===== src/rtl/lru_victim_ctrl.sv =====
// lru_victim_ctrl
// ---------------
// Replacement controller for a 2-way set-associative cache. It holds one LRU
// bit per set, where the bit names the way to evict next in that set. For each
// lookup it reports either the hitting way or the victim way for a fill. It
// updates the LRU bit when a hit is reported and when a fill completes.
//
// Ports:
//   clk, rst          clock and asynchronous active-high reset
//   req_valid         lookup request, accepted only in IDLE
//   req_ready         high while the controller is IDLE
//   req_index         set index of the lookup
//   hit0, hit1        raw tag-compare result per way
//   valid0, valid1    line-valid bit per way
//   resp_valid        one-cycle response pulse, one cycle after acceptance
//   resp_hit          response is a hit
//   resp_way          hit way, or victim way on a miss
//   resp_evict        miss victim holds a valid line that must be replaced
//   fill_done         miss FSM finished filling the victim way
//   err               one-cycle pulse when both ways report a qualified hit
//   busy              controller is not IDLE
module lru_victim_ctrl #(
    parameter int INDEX_W = 8
) (
    input  logic               clk,
    input  logic               rst,
    input  logic               req_valid,
    output logic               req_ready,
    input  logic [INDEX_W-1:0] req_index,
    input  logic               hit0,
    input  logic               hit1,
    input  logic               valid0,
    input  logic               valid1,
    output logic               resp_valid,
    output logic               resp_hit,
    output logic               resp_way,
    output logic               resp_evict,
    input  logic               fill_done,
    output logic               err,
    output logic               busy
);

    localparam int SETS = 1 << INDEX_W;

    typedef enum logic [1:0] {
        IDLE   = 2'd0,
        LOOKUP = 2'd1,
        FILL   = 2'd2
    } state_t;

    state_t              state_q, state_d;
    logic [INDEX_W-1:0]  idx_q;
    logic                hit0_q, hit1_q;
    logic                valid0_q, valid1_q;
    logic                victim_q, victim_d;
    logic [SETS-1:0]     lru_q, lru_d;

    logic                accept;
    logic                effHit0, effHit1;
    logic                lookupHit;
    logic                hitWay;
    logic                missVictim;

    // Lookup results are derived from the values latched at acceptance, so the
    // tag/valid inputs are free to change while the response is being produced.
    always_comb begin
        accept     = (state_q == IDLE) && req_valid;
        effHit0    = hit0_q & valid0_q;
        effHit1    = hit1_q & valid1_q;
        lookupHit  = effHit0 | effHit1;
        // A double hit resolves to way 0.
        hitWay     = ~effHit0;
        // An empty way is always preferred over evicting a valid line.
        if (!valid0_q) begin
            missVictim = 1'b0;
        end else if (!valid1_q) begin
            missVictim = 1'b1;
        end else begin
            missVictim = lru_q[idx_q];
        end
    end

    // State register, request latches, victim latch and LRU array.
    always_ff @(posedge clk or posedge rst) begin
        if (rst) begin
            state_q  <= IDLE;
            idx_q    <= '0;
            hit0_q   <= 1'b0;
            hit1_q   <= 1'b0;
            valid0_q <= 1'b0;
            valid1_q <= 1'b0;
            victim_q <= 1'b0;
            lru_q    <= '0;
        end else begin
            state_q  <= state_d;
            victim_q <= victim_d;
            lru_q    <= lru_d;
            if (accept) begin
                idx_q    <= req_index;
                hit0_q   <= hit0;
                hit1_q   <= hit1;
                valid0_q <= valid0;
                valid1_q <= valid1;
            end
        end
    end

    // Next-state logic. Every LRU write stores the complement of the way just
    // used, and always lands before the next request can be accepted.
    always_comb begin
        state_d  = state_q;
        victim_d = victim_q;
        lru_d    = lru_q;
        case (state_q)
            IDLE: begin
                if (req_valid) begin
                    state_d = LOOKUP;
                end
            end
            LOOKUP: begin
                if (lookupHit) begin
                    lru_d[idx_q] = ~hitWay;
                    state_d      = IDLE;
                end else begin
                    victim_d = missVictim;
                    state_d  = FILL;
                end
            end
            FILL: begin
                if (fill_done) begin
                    lru_d[idx_q] = ~victim_q;
                    state_d      = IDLE;
                end
            end
            default: begin
                state_d = IDLE;
            end
        endcase
    end

    // Outputs. Response fields are forced to 0 outside the LOOKUP cycle.
    always_comb begin
        req_ready  = (state_q == IDLE);
        busy       = (state_q != IDLE);
        resp_valid = 1'b0;
        resp_hit   = 1'b0;
        resp_way   = 1'b0;
        resp_evict = 1'b0;
        err        = 1'b0;
        if (state_q == LOOKUP) begin
            resp_valid = 1'b1;
            resp_hit   = lookupHit;
            resp_way   = lookupHit ? hitWay : missVictim;
            resp_evict = ~lookupHit & (missVictim ? valid1_q : valid0_q);
            err        = effHit0 & effHit1;
        end
    end

endmodule

===== config.mk =====
export PLATFORM = sky130hd
export DESIGN_NAME = lru_victim_ctrl
export DESIGN_NICKNAME = d
export VERILOG_FILES = /design/src/rtl/lru_victim_ctrl.sv
export SDC_FILE = /design/constraint.sdc
export NUM_CORES = 1
export LEC_CHECK = 0
export ABC_AREA = 1
export CAP_MARGIN = 20
export CORE_MARGIN = 8
export CORE_UTILIZATION = 30
export CTS_CLUSTER_DIAMETER = 100
export DETAILED_ROUTE_END_ITERATION = 16
export GPL_TIMING_DRIVEN = 0
export PLACE_DENSITY = 0.41
export SKIP_CTS_REPAIR_TIMING = 1
export SYNTH_ARGS = -nofsm -noshare
export SYNTH_HDL_FRONTEND = slang
export SYNTH_SLANG_ARGS = --single-unit

===== constraint.sdc =====
create_clock -name clk -period 10.4 [get_ports clk]
set_input_delay 2.08 -clock clk [delete_from_list [all_inputs] [get_ports clk]]
set_output_delay 2.08 -clock clk [all_outputs]
set_load 0.05 [all_outputs]

* Word level (Yosys, flattened, before mapping)
Cells that the tools add are included.
Cells by class: order comparisons 2, equal/unequal tests 5, muxes and demuxes 22, bitwise gates (word level) 8, reductions and logical operators 8
Operators by type and width (count):
- bitwise mux 256 bit | 2
- two-way mux 256 bit | 2
- one-hot mux 256 bit (2 select lines) | 1
- two-way mux 1 bit | 11
- less-than comparator 8 x 9 -> 1 bit (second input constant) | 1
- binary-select mux 1 bit (select 8 bit) | 1
- demux 1 bit (select 8 bit) | 1
- greater-or-equal comparator 8 x 1 -> 1 bit (second input constant) | 1
- two-way mux 2 bit | 3
- inequality test 2 bit (second input constant) | 3
- one-hot mux 2 bit (3 select lines) | 1
- AND 1 bit | 4
- AND reduction 2 bit | 2
- nonzero test 2 bit | 2
- NOT 1 bit | 3
- AND reduction 3 bit | 1
- equality test 2 x 1 -> 1 bit (second input constant) | 1
- equality test 2 bit (second input constant) | 1
- logical AND 1 bit | 2
- logical NOT 2 bit | 1
- OR 1 bit | 1
Storage, ports and cells: bits in registers 271, input port bits 16, output and inout port bits 7, logic and storage cells 53

* Longest topological paths before layout
Gate-level depths: netlist of the first run.
depth in word-level cells 7, gate-level depth with buffers 16, depth with buffers taken out 15

* Worst setup path before layout of the first run
Ideal clock, no wire load.
path type reg2out, from register idx_q[3], to output resp_way, data arrival time 2310 ps, required time 8320 ps, path slack 6010 ps, stages on the path, launching flop included 14, buffers on the path 2, path through dfrtp_1 -> buf_2 -> nor2_2 -> clkbuf_1 -> o21ai_0 -> nand2_1 -> nor2_1 -> nor2_1 -> nor2_1 -> nand2_1 -> nand2_1 -> nand2_1 -> o21bai_1 -> a21oi_1
On the way: longest elaborated chain between the ends 6
Ends and longest elaborated chain:
- start: declaration | RTL line 52 | logic [INDEX_W-1:0] idx_q;
- start signal: assignment | RTL line 99 | idx_q <= req_index;
- binary-select mux 1 bit (select 8 bit) | RTL line 79 | missVictim = lru_q[idx_q];
- two-way mux 1 bit (not written as such) | RTL line 79
- two-way mux 1 bit | RTL line 76 | end else if (!valid1_q) begin
- two-way mux 1 bit | RTL line 74 | if (!valid0_q) begin
- two-way mux 1 bit | RTL line 153 | resp_way = lookupHit ? hitWay : missVictim;
- two-way mux 1 bit | RTL line 150 | if (state_q == LOOKUP) begin
- end: declaration | RTL line 36 | output logic resp_way,
No other way between the ends. The select of a mux whose other input is x is not followed.

* Worst setup path after layout of the first run
Ends and elaborated chain as after synthesis.

==> flow_summary.yaml, run 1 <==
synthesis:
  synth_edf_count: 0
  ys_warn_count: 0
  yosys.area_share.simple_pct: 25.8
  syn_area_um2: 15200
  ys.flop_type: "dfrtp_1"
  muxShareOfSynthArea_pct: 13.8
  synth_top_area_share_pct: 44.6
  ys_ff_latch: 271
  yosys.area.top_type: "dfrtp_1"
  synth_top_family_by_area: "simple AND/OR/NAND/NOR gates"
  syn_avg_cell_area_um2: 7.68
  synthArstFlopShare_pct: 100
  yosysMostFrequentCell: "nand2_1"
  synthXorXnorAreaFrac_pct: 0
  synth_compound_area_share_pct: 3.92
  synth.distinct_cells: 28
  synth.yosys.seq_area_share_pct: 44.6
  synth_fa_ha_area_share_pct: 0
  synthTopCellsByArea: "dfrtp_1, nand2_1, mux2i_1, inv_1, o21ai_0"
  syn_nets: 1996
  synth_common_cells: "nand2_1, inv_1, dfrtp_1"
  syn_inst: 1980
critical_path:
  crit_family: "buffers and inverters"
  ff2ff_path_depth: 13
  crit_start: "idx_q[3]"
  worstPathMaxFanout: 10
  slowest_delay_ns: 0.83
  worstSetupPathType: "reg -> out"
  path_buf_inv: 3
  worstSetupEndpoint: "resp_way"
  reg2reg_slack_ns: 7.16
  path_cells: "buf_2, nor2_2, clkbuf_1, o21ai_0, nand2_1, nor2_1, nor2_1, nor2_1, nand2_1, nand2_1, nand2_1, o21bai_1, a21oi_1, clkdlybuf4s50_1"
  crit_path_start_kind: "register"
  reg2reg_from: "idx_q[3]"
  crit_top_cell: "nand2_1"
  r2r-end: "victim_q"
  critPathArrivalTime_ns: 4.58
  slowest_stage: "clkbuf_1"
  crit_required_ns: 8.32
  end_kind: "primary output"
  path_depth: 14
sta:
  relSlewSlack_pct: 19.4
  timing.fmax_mhz: 150
  skew_ns: 0.0299
  holdWs_ns: 0.478
  slew_violations: 0
  hold_viol: 0
  fin_crit_ns: 6.66
  worst_pin_slew_ns: 1.21
  fin_tns_setup_ns: 0
  period_share_pct: 64.0
  rsz0062_at_grt: "no"
  worst_slack_ns: 3.74
  final-setup-viol-count: 0
routing:
  postRouteAntennaNets: 0
  drtIter0Drc: 1005
  drcViolationCount: 0
  via_per_inst: 4.60
  wire_per_inst_um: 20.5
  dr.pass1.iters: 6
  wirelength_um: 56000
  dr_total_vias: 12600
worst_hold_path:
  min_path_type: "reg -> reg"
  hp-start: "lru_q[254]"
  whs_path_depth: 2
global_route:
  grt_pass1_vias: 12600
  grt_first_pass_wirelength_um: 83100
  grt_busiest_layer: "met2"
  antenna_found_initial: 2
  grt_util_met3_pct: 3.17
  overflow: 0
  grt_max_degree: 100
  use_met1_pct: 26.2
  grtUsageMet2_pct: 31.7
  grt_usage_pct: 19.5
clocking:
  clock-root-buffer: "clkbuf_16"
  cts_sinks: 271
  cts_tree: "done"
  clockBufferDepth: 3
  cts_buffers: 37
  h-tree-depth: 2
  clkTransAtPathRegs_ns: 0.05
  insertion_delay_ns: 0.56
floorplan:
  die_h_um: 241
  ios: 23
  die_area_um2: 58100
  dieWidth_um: 241
  start_util_pct: 30.4
  rows: 82
  core_um2: 50100
placement:
  gp_congestion: 0.794
  portBuffers: 22
  place_hpwl_um: 36000
  pre_cts_slack_ns: 4.28
finish:
  drive_gt1_share_pct: 8.47
  diodes: 0
  synthToLayoutAreaGrowth_pct: 15.1
  layout.nets: 2060
pwr:
  powerDensity_nw_per_um2: 250
  p_leak_nw: 11.1
  ir_drop_uv: 109
run:
  maxCapViolCount: 0
status:
  status: "complete, no violations"
[sequential cells by signal (all words and copies together) (netlist names)]
| name | count |
|---|---|
| lru_q | 256 |
| idx_q | 8 |
| state_q | 2 |
| hit0_q | 1 |
| hit1_q | 1 |
| valid0_q | 1 |
| valid1_q | 1 |
| victim_q | 1 |
[placed cells by master (no fill, tap or decap), drive strengths merged]
master | netlist | final
clkdlybuf4s50 | 0 | 22
bufinv | 0 | 1
o21ai | 106 | 106
nand3 | 37 | 37
o21bai | 1 | 1
nor3 | 19 | 19
mux2i | 210 | 210
clkbuf | 41 | 95
nand4 | 4 | 4
a31o | 1 | 1
inv | 329 | 332
a21oi | 8 | 8
clkinv | 1 | 4
nand2 | 802 | 802
buf | 64 | 67
nor2 | 86 | 86
dfrtp | 271 | 271
[worst min-delay path: stages (launching register included)]
cell and delay [ns]:
dfrtp_1 0.33, mux2i_1 0.07, inv_1 0.05
[worst min path at each step]
stage                       to  slack, ns
floorplan               hit1_q       0.45
global placement     lru_q[60]       0.47
detailed placement  lru_q[254]       0.47
CTS                 lru_q[254]       0.48
global route        lru_q[135]       0.50
finish              lru_q[254]       0.48
[cell type report]
cell class / count / area, µm²
repair buffers: 25 / 290
plain buffers: 105 / 553
flip-flops and latches: 271 / 6780
clock buffers: 54 / 1090
well taps: 672 / 841
multi-input cells: 1274 / 6620
inverters: 330 / 1250
fillers: 5410 / 32600
clock inverters: 7 / 71.3
[kinds of logic (layout without fill, tap and decap cells)]
| family | count (synthesis) | after routing |
|---|---|---|
| buf+inv | 435 | 521 |
| mux | 210 | 210 |
| simple gates | 948 | 948 |
| compound gates | 116 | 116 |
| flops | 271 | 271 |
[where the power goes]
group,switching [mW],leakage [nW],internal [mW]
sequential,0.0608,3.52,1.17
clock,0.505,0.576,0.747
combinational,1.51,7.03,0.393
[metal layers]
| metal | wire length [µm] | up-vias |
|---|---|---|
| met3 | 2600 | 88 |
| met5 | 12 | - |
| li1 | - | 6109 |
| met1 | 25800 | 6109 |
| met4 | 1570 | 2 |
| met2 | 26100 | 290 |
[per-stage QoR]
stage                     utilization, %  area (µm²)  instances  total power, mW
after floorplan                        -       15200       1980             2.32
after global placement              32.5       16300       2674             3.15
after detailed placement            32.6       16300       2676             3.15
after CTS                           34.9       17500       2737             4.42
after global routing                35.0       17500       2738             4.61
final                               35.0       17500       2738             4.38
Power figures use the tool's default switching activity.
==> inputs of run 2 (changes only) <==
--- a/config.mk
+++ b/config.mk
@@ -12,7 +12,7 @@
 export CTS_CLUSTER_DIAMETER = 100
 export DETAILED_ROUTE_END_ITERATION = 16
 export GPL_TIMING_DRIVEN = 0
-export PLACE_DENSITY = 0.41
+export PLACE_DENSITY = 0.43
 export SKIP_CTS_REPAIR_TIMING = 1
 export SYNTH_ARGS = -nofsm -noshare
 export SYNTH_HDL_FRONTEND = slang
==> constraint.sdc (replaced) <==
create_clock -name clk -period 5.8 [get_ports clk]
set_input_delay 1.16 -clock clk [delete_from_list [all_inputs] [get_ports clk]]
set_output_delay 1.16 -clock clk [all_outputs]
set_load 0.05 [all_outputs]
==> run 2 against run 1 <==
Routed wire length decreased by 2.1%. Sequential cell count unchanged. Global-route usage decreased by 0.30 points. Clock skew decreased by 0.0033 ns. Power increased by 77%. Register-to-register slack got worse by 4.3 ns. Cell count increased by 0.29%. Clock power increased by 73%. Sequential share of layout area decreased by 0.16 points. Hold slack improved by 0.0026 ns. Sequential power increased by 80%. Largest cell class unchanged. Highest routed layer is now met4.
==> flow_summary.yaml, run 2 (synthesized netlist as in run 1, its figures left out) <==
sta:
  fin_crit_ns: 5.40
  skew_ns: 0.0266
  relSlewSlack_pct: 21.1
  fin_tns_setup_ns: 0
  worst_pin_slew_ns: 1.18
  period_share_pct: 93.1
  rsz0062_at_grt: "no"
  holdWs_ns: 0.481
  final-setup-viol-count: 0
  timing.fmax_mhz: 185
  slew_violations: 0
  hold_viol: 0
routing:
  wirelength_um: 54800
  dr.pass1.iters: 6
  drcViolationCount: 0
  drtIter0Drc: 1031
  dr_total_vias: 12700
  wire_per_inst_um: 20.0
  postRouteAntennaNets: 0
  via_per_inst: 4.63
floorplan:
  dieWidth_um: 241
  start_util_pct: 30.4
  core_um2: 50100
  die_h_um: 241
  die_area_um2: 58100
  rows: 82
  ios: 23
clocking:
  h-tree-depth: 2
  clock-root-buffer: "clkbuf_16"
  cts_buffers: 36
  cts_tree: "done"
  insertion_delay_ns: 0.56
  clkTransAtPathRegs_ns: 0.06
  clockBufferDepth: 3
  cts_sinks: 271
finish:
  largest-register: "lru_q"
  drive_gt1_share_pct: 8.49
  layout.cells.most_common: "nand2_1"
  synthToLayoutAreaGrowth_pct: 15.6
  final_cell_mix: "nand2_1, inv_1, dfrtp_1, mux2i_1, o21ai_0"
  largest_registers: "lru_q (256), idx_q (8), state_q (2)"
  largest_reg_flops: 256
  fin_area_um2: 17600
  diodes: 0
  layout.nets: 2065
  fin_util_pct: 35.1
critical_path:
  critPathArrivalTime_ns: 4.24
  slowest_delay_ns: 0.83
  crit_start: "idx_q[3]"
  worstSetupPathType: "reg -> out"
  end_kind: "primary output"
  slowest_stage: "clkdlybuf4s50_1"
  crit_top_cell: "nand2_1"
  path_cells: "buf_2, nor2_2, clkbuf_1, nand2_1, nand2_1, nor2_1, nor2_1, nor2_1, nand2_1, nand2_1, nand2_1, o21bai_1, a21oi_1, clkdlybuf4s50_1"
  reg2reg_from: "idx_q[3]"
  crit_path_start_kind: "register"
  worstPathMaxFanout: 10
  crit_required_ns: 4.64
global_route:
  antenna_found_initial: 0
  grt_max_degree: 38
  overflow: 0
  grt_pass1_vias: 12600
  grt_first_pass_wirelength_um: 82900
  grt_usage_pct: 19.2
placement:
  gp_congestion: 0.814
  place_hpwl_um: 36100
  portBuffers: 22
  place_area_um2: 16400
pwr:
  total_power_mw: 7.74
  power.switching_mw: 3.65
  cell_internal_pwr_mw: 4.08
  p_sw_share_pct: 47.2
  powerDensity_nw_per_um2: 440
  power.share.sequential_pct: 28.6
  ir_drop_uv: 202
  pwr-share-clk_pct: 27.9
  combPwrFrac_pct: 43.5
  p_leak_nw: 11.2
worst_hold_path:
  hp-start: "lru_q[252]"
  min_path_type: "reg -> reg"
status:
  status: "complete, no violations"
run:
  maxCapViolCount: 0
run 2: changes by cell type in the layout (fill, tap and decap cells not counted), moves of 2 or more:
| cell | previous run | this run |
|---|---|---|
| buf_12 | 1 | 10 |
| buf_16 | 2 | 0 |
| clkbuf_1 | 48 | 55 |
| clkbuf_8 | 10 | 6 |
| inv_6 | 4 | 1 |
run 2: per-layer routing:
layer  global-route usage, %  part of all wire (%)  vias to the layer above  wire, µm
li1                        -                     -                     6124         -
met1                    25.9                    46                     6243     25100
met2                    31.7                    47                      276     25600
met3                    2.97                   5.1                       79      2770
met4                    5.26                   2.4                        0      1340
met5                       0                     0                        -         0
run 2: path summary, 6_finish.rpt:
kind / endpoint / depth (start not counted) / slack (ns)
worst max-delay path: resp_way / 14 / 0.40
worst min-delay path: lru_q[252] / 2 / 0.48
worst max register to register: lru_q[164] / 8 / 2.82
worst min register to register: lru_q[252] / 2 / 0.48
max in group asynchronous: lru_q[83] / 7 / 3.35
min in group asynchronous: lru_q[21] / 2 / 0.97
run 2: per-stage QoR:
stage / setup WS, ns / instances
6_report: 0.403 / 2746
5_1_grt: 0.132 / 2746
4_1_cts: 0.0544 / 2746
3_5_place_dp: 0.660 / 2683
3_3_place_gp: -1.57 / 2674
2_1_floorplan: 1.06 / 1980
run 2: critical path: cells and delay by family (launching register included):
| family | cells | cell delay (ns) |
|---|---|---|
| buffers and inverters | 3 | 1.79 |
| AO/OA/AOI/OAI | 2 | 0.26 |
| AND/OR/NAND/NOR | 9 | 1.28 |
| flip-flops | 1 | 0.35 |
run 2: area by class of cell:
class                      count  area (µm²)
buffer                       105         554
clock buffer                  59        1090
clock inverter                 4        35.0
fill                        5388       32500
inverter                     330        1250
multi-input combinational   1274        6620
sequential                   271        6780
tap                          672         841
timing repair buffer          31         400
run 2: power by group through the flow:
stage / registers, mW / logic (mW) / clock network [mW]
floorplan: 2.21 / 1.94 / 0
global placement: 2.24 / 3.36 / 0
detailed placement: 2.24 / 3.36 / 0
CTS: 2.21 / 3.37 / 2.22
global route: 2.24 / 3.61 / 2.29
finish: 2.21 / 3.36 / 2.16
==> inputs of run 3 (changes only) <==
--- a/config.mk
+++ b/config.mk
@@ -8,11 +8,11 @@
 export ABC_AREA = 1
 export CAP_MARGIN = 20
 export CORE_MARGIN = 8
-export CORE_UTILIZATION = 30
-export CTS_CLUSTER_DIAMETER = 100
+export CORE_UTILIZATION = 49
+export CTS_CLUSTER_DIAMETER = 150
 export DETAILED_ROUTE_END_ITERATION = 16
 export GPL_TIMING_DRIVEN = 0
-export PLACE_DENSITY = 0.43
+export PLACE_DENSITY = 0.64
 export SKIP_CTS_REPAIR_TIMING = 1
 export SYNTH_ARGS = -nofsm -noshare
 export SYNTH_HDL_FRONTEND = slang
==> run 3 against run 2 <==
Clock skew down 0.014 ns. Critical path depth unchanged. Non-clock buffer count down 2. Sequential power about the same. Routed wire length down 13%. Cell count down 10%. Utilization up 21 points. Hold slack better by 0.0016 ns. Sequential share of layout area up 1.2 points. Clock power down 11%. Global-route usage up 6.9 points.
==> flow_summary.yaml, run 3 (synthesized netlist as in run 1, its figures left out) <==
pwr:
  total_power_mw: 7.35
  ir_drop_uv: 318
  powerDensity_nw_per_um2: 431
  cell_internal_pwr_mw: 3.93
  power.switching_mw: 3.42
  power.share.sequential_pct: 30.0
  p_sw_share_pct: 46.5
  combPwrFrac_pct: 43.7
  pwr-share-clk_pct: 26.3
  p_leak_nw: 11.1
critical_path:
  worstPathMaxFanout: 10
  crit_start: "idx_q[3]"
  crit_required_ns: 4.64
  crit_path_start_kind: "register"
  critPathArrivalTime_ns: 4.33
  worstSetupPathType: "reg -> out"
  reg2reg_from: "idx_q[3]"
  end_kind: "primary output"
global_route:
  overflow: 0
  grt_first_pass_wirelength_um: 73500
  grt_busiest_layer: "met2"
  antenna_found_initial: 0
  grtUsageMet2_pct: 41.4
  grt_max_degree: 44
  grt_util_met3_pct: 3.50
  use_met1_pct: 35.7
  grt_usage_pct: 26.1
  grt_pass1_vias: 12600
sta:
  holdWs_ns: 0.482
  skew_ns: 0.0128
  timing.fmax_mhz: 182
  fin_tns_setup_ns: 0
  period_share_pct: 94.6
  final-setup-viol-count: 0
  relSlewSlack_pct: 30.4
  fin_crit_ns: 5.49
  rsz0062_at_grt: "no"
  slew_violations: 0
  hold_viol: 0
  worst_pin_slew_ns: 1.04
  worst_slack_ns: 0.310
finish:
  largest-register: "lru_q"
  layout.cells.most_common: "nand2_1"
  stdcell_count: 2460
  fin_util_pct: 55.7
  fin_area_um2: 17000
  synthToLayoutAreaGrowth_pct: 12.1
  drive_gt1_share_pct: 8.34
  largest_reg_flops: 256
  layout.nets: 2058
  largest_registers: "lru_q (256), idx_q (8), state_q (2)"
  final_cell_mix: "nand2_1, inv_1, dfrtp_1, mux2i_1, o21ai_0"
clocking:
  clkTransAtPathRegs_ns: 0.06
  h-tree-depth: 1
  clockBufferDepth: 3
  cts_tree: "done"
  insertion_delay_ns: 0.57
  clock-root-buffer: "clkbuf_16"
  cts_buffers: 31
  cts_sinks: 271
floorplan:
  die_h_um: 192
  rows: 64
  ios: 23
  start_util_pct: 49.7
  die_area_um2: 36900
  dieWidth_um: 192
  core_um2: 30600
placement:
  place_area_um2: 16100
  dpl.cell_count: 2405
  gp_congestion: 0.874
  portBuffers: 22
  pre_cts_slack_ns: 0.971
  place_hpwl_um: 31400
worst_hold_path:
  hp-start: "hit1_q"
  min_path_type: "reg -> reg"
routing:
  drtIter0Drc: 1226
  drcViolationCount: 0
  wirelength_um: 47600
  postRouteAntennaNets: 0
  dr.pass1.iters: 5
  dr_total_vias: 13000
  via_per_inst: 5.26
  wire_per_inst_um: 19.3
run:
  maxCapViolCount: 0
status:
  status: "complete, no violations"
==> run 3: cell types whose count changed in the layout (fill, tap and decap cells not counted), moves of 2 or more <==
| cell | before | now |
|---|---|---|
| buf_12 | 10 | 8 |
| clkbuf_16 | 38 | 31 |
| clkbuf_1 | 55 | 48 |
| bufinv_16 | 0 | 2 |
| clkinv_2 | 2 | 8 |
==> run 3: final cells by class <==
| type | count | area (µm²) |
|---|---|---|
| fill | 2946 | 13500 |
| sequential | 271 | 6780 |
| multi-input combinational | 1274 | 6620 |
| inverter | 330 | 1250 |
| clock buffer | 44 | 885 |
| buffer | 105 | 553 |
| tap | 396 | 495 |
| timing repair buffer | 29 | 360 |
| clock inverter | 10 | 100 |
| antenna | 1 | 2.50 |
==> run 3: metal layers <==
layer	vias up	part of all wire (%)
met4	0	4.2
met3	118	6.7
li1	6100	-
met5	-	0
met2	505	45
met1	6227	44
==> run 3: final timing paths <==
| kind | cells after the start | end | slack (ns) |
|---|---|---|---|
| setup / recovery | 14 | resp_way | 0.31 |
| hold / removal | 2 | hit1_q | 0.48 |
| setup reg to reg | 13 | victim_q | 2.82 |
| hold reg to reg | 2 | hit1_q | 0.48 |
| max in group asynchronous | 5 | lru_q[99] | 3.53 |
| min in group asynchronous | 2 | lru_q[230] | 1.11 |
==> run 3: power groups by stage <==
stage	clock network, mW	logic, mW	registers (mW)
CTS	1.95	3.16	2.21
floorplan	0	1.94	2.21
global placement	0	3.11	2.23
global route	2.02	3.44	2.23
finish	1.93	3.21	2.21
detailed placement	0	3.14	2.24
==> run 3: worst max-delay path, stage by stage (launching register included) <==
cell and delay [ns]:
dfrtp_1 0.35, buf_2 0.16, nor2_2 0.56, clkbuf_1 0.76, o21ai_0 0.24, nand2_1 0.12
nor2_1 0.07, nor2_1 0.13, nor2_1 0.07, nand2_1 0.06, nand2_1 0.05, nand2_1 0.10
o21bai_1 0.12, a21oi_1 0.15, clkdlybuf4s50_1 0.83
